--- src/rtl/dcp_upsizer_if.sv ---
// Decoupled valid/ready channel: master drives Vld/Pld, slave drives Rdy.
// A transfer happens on a rising clock edge where Vld and Rdy are both high.
interface Decoupled #(
    parameter int W = 8
);
    logic         Vld;
    logic         Rdy;
    logic [W-1:0] Pld;

    modport master (output Vld, output Pld, input Rdy);
    modport slave  (input Vld, input Pld, output Rdy);
endinterface

--- src/rtl/dcp_upsizer.sv ---
// Width upsizer: packs RATIO narrow beats into one wide word, closing early on a last flag.
// Define DCP_UPSIZER_TIMEOUT_EN to flush partial words after TIMEOUT idle cycles.
module dcp_upsizer #(
    parameter int IN_DW   = 32,
    parameter int RATIO   = 4,
    parameter int TIMEOUT = 16
) (
    input  logic                   iClk,
    input  logic                   iRst,
    Decoupled.slave                iDcpIn,
    Decoupled.master               oDcpOut,
    output logic [RATIO-1:0]       oKeep,
    output logic                   oLast,
    input  logic                   iFlush,
    output logic [$clog2(RATIO):0] oLaneCnt
);

    localparam int OUT_DW = IN_DW * RATIO;
    localparam int CNT_W  = $clog2(RATIO) + 1;

    if (RATIO < 2 || RATIO > 16) begin : gBadRatio
        $error("dcp_upsizer: RATIO must be within 2..16");
    end
    if (TIMEOUT < 1) begin : gBadTimeout
        $error("dcp_upsizer: TIMEOUT must be at least 1");
    end

    typedef enum logic {
        ACCUM = 1'b0,
        HOLD  = 1'b1
    } state_e;

    state_e              state_q, state_d;
    logic [OUT_DW-1:0]   word_q,  word_d;
    logic [RATIO-1:0]    keep_q,  keep_d;
    logic                last_q,  last_d;
    logic [CNT_W-1:0]    laneCnt_q, laneCnt_d;

`ifdef DCP_UPSIZER_TIMEOUT_EN
    localparam int IDLE_W = $clog2(TIMEOUT + 1);
    logic [IDLE_W-1:0]   idle_q, idle_d;
`endif

    logic             inRdy;
    logic             outVld;
    logic             inFire;
    logic             outFire;
    logic             inLast;
    logic [IN_DW-1:0] inData;

    assign inData  = iDcpIn.Pld[IN_DW-1:0];
    assign inLast  = iDcpIn.Pld[IN_DW];

    // In HOLD the input may only advance when the held word leaves, so a new beat always lands in a fresh word.
    assign outVld  = (state_q == HOLD) && !iFlush;
    assign inRdy   = !iRst && !iFlush && ((state_q == ACCUM) || oDcpOut.Rdy);
    assign inFire  = iDcpIn.Vld && inRdy;
    assign outFire = outVld && oDcpOut.Rdy;

    assign iDcpIn.Rdy  = inRdy;
    assign oDcpOut.Vld = outVld;
    assign oDcpOut.Pld = word_q;
    assign oKeep       = keep_q;
    assign oLast       = last_q;
    assign oLaneCnt    = laneCnt_q;

    always_comb begin
        state_d   = state_q;
        word_d    = word_q;
        keep_d    = keep_q;
        last_d    = last_q;
        laneCnt_d = laneCnt_q;
`ifdef DCP_UPSIZER_TIMEOUT_EN
        idle_d    = idle_q;
`endif
        if (iFlush) begin
            state_d   = ACCUM;
            word_d    = '0;
            keep_d    = '0;
            last_d    = 1'b0;
            laneCnt_d = '0;
`ifdef DCP_UPSIZER_TIMEOUT_EN
            idle_d    = '0;
`endif
        end else begin
            case (state_q)
                ACCUM: begin
                    if (inFire) begin
                        for (int k = 0; k < RATIO; k++) begin
                            if (laneCnt_q == CNT_W'(k)) begin
                                word_d[k*IN_DW +: IN_DW] = inData;
                                keep_d[k]                = 1'b1;
                            end
                        end
                        laneCnt_d = laneCnt_q + 1'b1;
                        last_d    = inLast;
                        if (inLast || (laneCnt_q == CNT_W'(RATIO - 1))) begin
                            state_d = HOLD;
                        end
`ifdef DCP_UPSIZER_TIMEOUT_EN
                        idle_d = '0;
                    end else if (laneCnt_q != '0) begin
                        if (idle_q == IDLE_W'(TIMEOUT - 1)) begin
                            state_d = HOLD;
                            last_d  = 1'b0;
                            idle_d  = '0;
                        end else begin
                            idle_d = idle_q + 1'b1;
                        end
`endif
                    end
                end
                HOLD: begin
                    if (outFire) begin
                        state_d   = ACCUM;
                        word_d    = '0;
                        keep_d    = '0;
                        last_d    = 1'b0;
                        laneCnt_d = '0;
                        // A beat taken alongside the handshake starts the next word with no bubble.
                        if (inFire) begin
                            word_d[IN_DW-1:0] = inData;
                            keep_d[0]         = 1'b1;
                            laneCnt_d         = CNT_W'(1);
                            if (inLast) begin
                                state_d = HOLD;
                                last_d  = 1'b1;
                            end
                        end
                    end
                end
                default: state_d = ACCUM;
            endcase
        end
    end

    always_ff @(posedge iClk or posedge iRst) begin
        if (iRst) begin
            state_q   <= ACCUM;
            word_q    <= '0;
            keep_q    <= '0;
            last_q    <= 1'b0;
            laneCnt_q <= '0;
`ifdef DCP_UPSIZER_TIMEOUT_EN
            idle_q    <= '0;
`endif
        end else begin
            state_q   <= state_d;
            word_q    <= word_d;
            keep_q    <= keep_d;
            last_q    <= last_d;
            laneCnt_q <= laneCnt_d;
`ifdef DCP_UPSIZER_TIMEOUT_EN
            idle_q    <= idle_d;
`endif
        end
    end

endmodule

--- src/flat_wrapper.sv ---
// flat-port wrapper written by rule: the top's interface ports become plain ports
module dcp_upsizer_flat 
#(
    parameter int IN_DW   = 32,
    parameter int RATIO   = 4,
    parameter int TIMEOUT = 16
)
  (iClk, iRst, oKeep, oLast, iFlush, oLaneCnt, iDcpIn_Vld, iDcpIn_Pld, iDcpIn_Rdy, oDcpOut_Vld, oDcpOut_Pld, oDcpOut_Rdy);
  Decoupled #(.W(IN_DW + 1)) iDcpIn_i ();
  Decoupled #(.W((IN_DW * RATIO))) oDcpOut_i ();
  input  logic iClk;
  input  logic iRst;
  output logic [RATIO-1:0] oKeep;
  output logic oLast;
  input  logic iFlush;
  output logic [$clog2(RATIO):0] oLaneCnt;
  input wire logic [$bits(iDcpIn_i.Vld)-1:0] iDcpIn_Vld;
  input wire logic [$bits(iDcpIn_i.Pld)-1:0] iDcpIn_Pld;
  output wire logic [$bits(iDcpIn_i.Rdy)-1:0] iDcpIn_Rdy;
  output wire logic [$bits(oDcpOut_i.Vld)-1:0] oDcpOut_Vld;
  output wire logic [$bits(oDcpOut_i.Pld)-1:0] oDcpOut_Pld;
  input wire logic [$bits(oDcpOut_i.Rdy)-1:0] oDcpOut_Rdy;
  assign iDcpIn_i.Vld = iDcpIn_Vld;
  assign iDcpIn_i.Pld = iDcpIn_Pld;
  assign iDcpIn_Rdy = iDcpIn_i.Rdy;
  assign oDcpOut_Vld = oDcpOut_i.Vld;
  assign oDcpOut_Pld = oDcpOut_i.Pld;
  assign oDcpOut_i.Rdy = oDcpOut_Rdy;
  dcp_upsizer #(.IN_DW(IN_DW), .RATIO(RATIO), .TIMEOUT(TIMEOUT)) u_core (.iClk(iClk), .iRst(iRst), .iDcpIn(iDcpIn_i), .oDcpOut(oDcpOut_i), .oKeep(oKeep), .oLast(oLast), .iFlush(iFlush), .oLaneCnt(oLaneCnt));
endmodule
--- config.mk ---
export PLATFORM = sky130hd
export DESIGN_NAME = dcp_upsizer_flat
export DESIGN_NICKNAME = d
export VERILOG_FILES = /design/src/rtl/dcp_upsizer_if.sv /design/src/rtl/dcp_upsizer.sv /design/src/flat_wrapper.sv
export SDC_FILE = /design/constraint.sdc
export NUM_CORES = 1
export LEC_CHECK = 0
export ABC_AREA = 1
export CAP_MARGIN = 10
export CELL_PAD_IN_SITES_DETAIL_PLACEMENT = 1
export CELL_PAD_IN_SITES_GLOBAL_PLACEMENT = 2
export CORE_MARGIN = 1
export CORE_UTILIZATION = 29
export CTS_CLUSTER_SIZE = 40
export DETAILED_ROUTE_END_ITERATION = 10
export HOLD_SLACK_MARGIN = 0.02
export PLACE_DENSITY = 0.86
export SYNTH_ARGS = -nofsm -noshare
export SYNTH_HDL_FRONTEND = slang
export SYNTH_SLANG_ARGS = --single-unit
--- constraint.sdc ---
create_clock -name iClk -period 14.4 [get_ports iClk]
set_input_delay 2.88 -clock iClk [delete_from_list [all_inputs] [get_ports iClk]]
set_output_delay 2.88 -clock iClk [all_outputs]
set_load 0.1 [all_outputs]
==> flow_summary.toml <==
[die]
die_y_um = 143
core-area_um2 = 19500
num_rows = 51
dieWidth_um = 143
io_pins = 176
start_util = 0.297
die_area_um2 = 20500

[timing]
setup_violations = 0
fin_crit_sh = 0.553
slew_headroom = 0.292
fmax_mhz = 126
rsz0062_at_grt = "no"
tightest_slew_ns = 1.06
min_period_ns = 7.97
hold_viol_final = 0
fin_setup_tns_ns = 0
slew_viol_final = 0
fin_skew_ns = 0.0117
hold_ws_ns = 0.474

[finish]
drive_gt1_frac = 0.0588
final_util = 0.427
syn_to_final_growth_pct = 43.8
multi_input_area_um2 = 2070
final_area_um2 = 8330
final_nets = 864
fill_cells = 2306
regArea_um2 = 3430
antenna_cells = 0

[synthesis]
async_flop_share = 1.00
syn-cell-area_um2 = 5790
syn_inst = 663
yosys.area.top_type = "dfrtp_1"
ys_seq_elements = 137
synth_ff_type = "dfrtp_1"
synth_top_area_frac = 0.592
netlist-cell-type-count = 22
yosys_warnings = 0
yosys-top-cells-area = "dfrtp_1, nand2_1, nand3_1"
yosys-top-cells-count = "nand2_1, nand3_1, dfrtp_1"
synth_edf_count = 0
synth_area_per_cell_um2 = 8.74
synth_nets = 706
seq_area_frac_synth = 0.592
yosysMostFrequentCell = "nand2_1"

[routing]
routed_via_density = 4.76
drc = 0
via_count = 5228
drt-pass1-iter-count = 4
wl_um = 20000
ant_nets = 0
detail_route.wl_per_cell_um = 18.2
drtIter0Drc = 290

[placed_design]
placed_area_um2 = 7730
hpwl_um = 13900
gp_congestion = 0.753
port_buffers = 175

[global_routing]
antenna_found_initial = 0
overflow = 0
track_usage = 0.207
grt_max_degree = 76
grt_pass1_vias = 5298
grt_pass1_wl_um = 31400

[clock_tree]
cts_hold_buf = 0
cts_setup_buffers = 0
clk_transition_reported_paths_ns = 0.06
cts_max_path_buffers = 2
cts_root_buf = "clkbuf_16"
cts_tree = "done"
clock_sinks = 137
clk_latency_ns = 0.42
cts_buffers = 17
ctsResizeCount = 0
htreeDepth = 4

[worst_setup_path]
cpMaxStageDelayCell = "clkdlybuf4s50_1"
cp.buffers_inverters = 4
critPathMaxStageDelay_ns = 1.14
worst_setup_path_start_kind = "input pin"
arrival_ns = 5.09
worstPathCellList = "clkdlybuf4s50_1, buf_4, nor2_4, nand2_1, inv_1, clkdlybuf4s50_1"
crit_path_end_kind = "output port"
critical_path_required_ns = 11.52
cp_max_fo = 31
path_common_cell = "clkdlybuf4s50_1"
cpLargestDelayFamily = "buffers and inverters"
crit_type = "input pin to output port"

[min_path]
min_path_type = "register to register"

[outcome]
status = "completed"

[power_and_ir_drop]
p_per_area_nw_per_um2 = 150
leakage_nw = 4.06
power.total_mw = 1.25
peakVddDrop_mv = 0.0825

[run]
drv_cap = 0
[power breakdown]
part | switching, mW | internal (mW)
Combinational | 0.295 | 0.0748
Clock | 0.169 | 0.276
Sequential | 0.0183 | 0.413
Total | 0.482 | 0.764
[routing by layer]
metal  track usage  share of wire  vias to the layer above  wire length [um]
met5             0              0                        -                 0
met4        0.0868          0.026                        0               529
met3        0.0357          0.042                       30               845
met2         0.318           0.47                      127              9330
met1         0.288           0.46                     2614              9280
li1              -              -                     2457                 -
[state kept, by name (all words and copies together) (netlist names)]
signal / flops
u_core.oDcpOut.Pld: 128
u_core.oKeep: 4
u_core.oLaneCnt: 3
u_core.oLast: 1
u_core.state_q: 1
[layout by cell type (no fill, tap or decap)]
cell               n
bufinv_16          3
nor2_4             1
nor3_1             2
clkinv_2           4
nand3_1          141
nand3_2            1
inv_1             17
inv_6              1
nand2_1          234
dfrtp_1          137
clkbuf_16         17
clkbuf_1           2
clkinvlp_4         3
inv_2              2
nand2_2            2
buf_4             10
a21oi_4            1
ha_1               5
clkbuf_8           1
clkdlybuf4s50_1  175
nand4_1            3
nand4_2            1
a21oi_1            3
nand3b_1           8
nor2_1            28
o21ai_0           27
clkinv_4           2
o21ai_1            3
[per-stage QoR]
step	setup slack, ns	instances
final	6.43	1099
after global routing	6.35	1099
after CTS	6.43	1099
after detailed placement	6.43	1067
after global placement	6.44	1067
after floorplan	7.05	663
[path summary, 6_finish.rpt]
check / from / end / slack [ns] / cells past startpoint
min in group asynchronous: iRst / u_core.oLast / 3.00 / 2
max: iFlush / iDcpIn_Rdy / 6.43 / 6
min: u_core.oDcpOut.Pld[84] / u_core.oDcpOut.Pld[84] / 0.47 / 2
max reg2reg: u_core.state_q / u_core.oKeep[2] / 11.10 / 7
min reg2reg: u_core.oDcpOut.Pld[84] / u_core.oDcpOut.Pld[84] / 0.47 / 2
max in group asynchronous: iRst / u_core.oLaneCnt[0] / 9.97 / 3
[worst register-to-register path, cell delays in order (launching register included)]
cell	delay, ns
dfrtp_1	0.48
a21oi_4	0.15
buf_4	0.61
nand2_1	0.48
buf_4	0.39
nand2_1	0.60
buf_4	0.37
a21oi_1	0.10
[logic make-up (layout without fill, tap and decap cells)]
kind of cell,after synthesis,after routing,synth area share
AOI/OAI and AO/OA,34,34,0.0300
buffers and inverters,66,237,0.0525
DFF,137,137,0.592
adders and majority gates,5,5,0.0108
and+or+nand+nor,421,421,0.315
[layout make-up]
type / instances / area share
Sequential cell: 137 / 0.411
Clock inverter: 12 / 0.0180
Tap cell: 265 / 0.0398
Clock buffer: 20 / 0.0536
Timing Repair Buffer: 185 / 0.219
Inverter: 20 / 0.00961
Multi-Input combinational cell: 460 / 0.248
No activity file was read; power rests on OpenSTA's default activity.
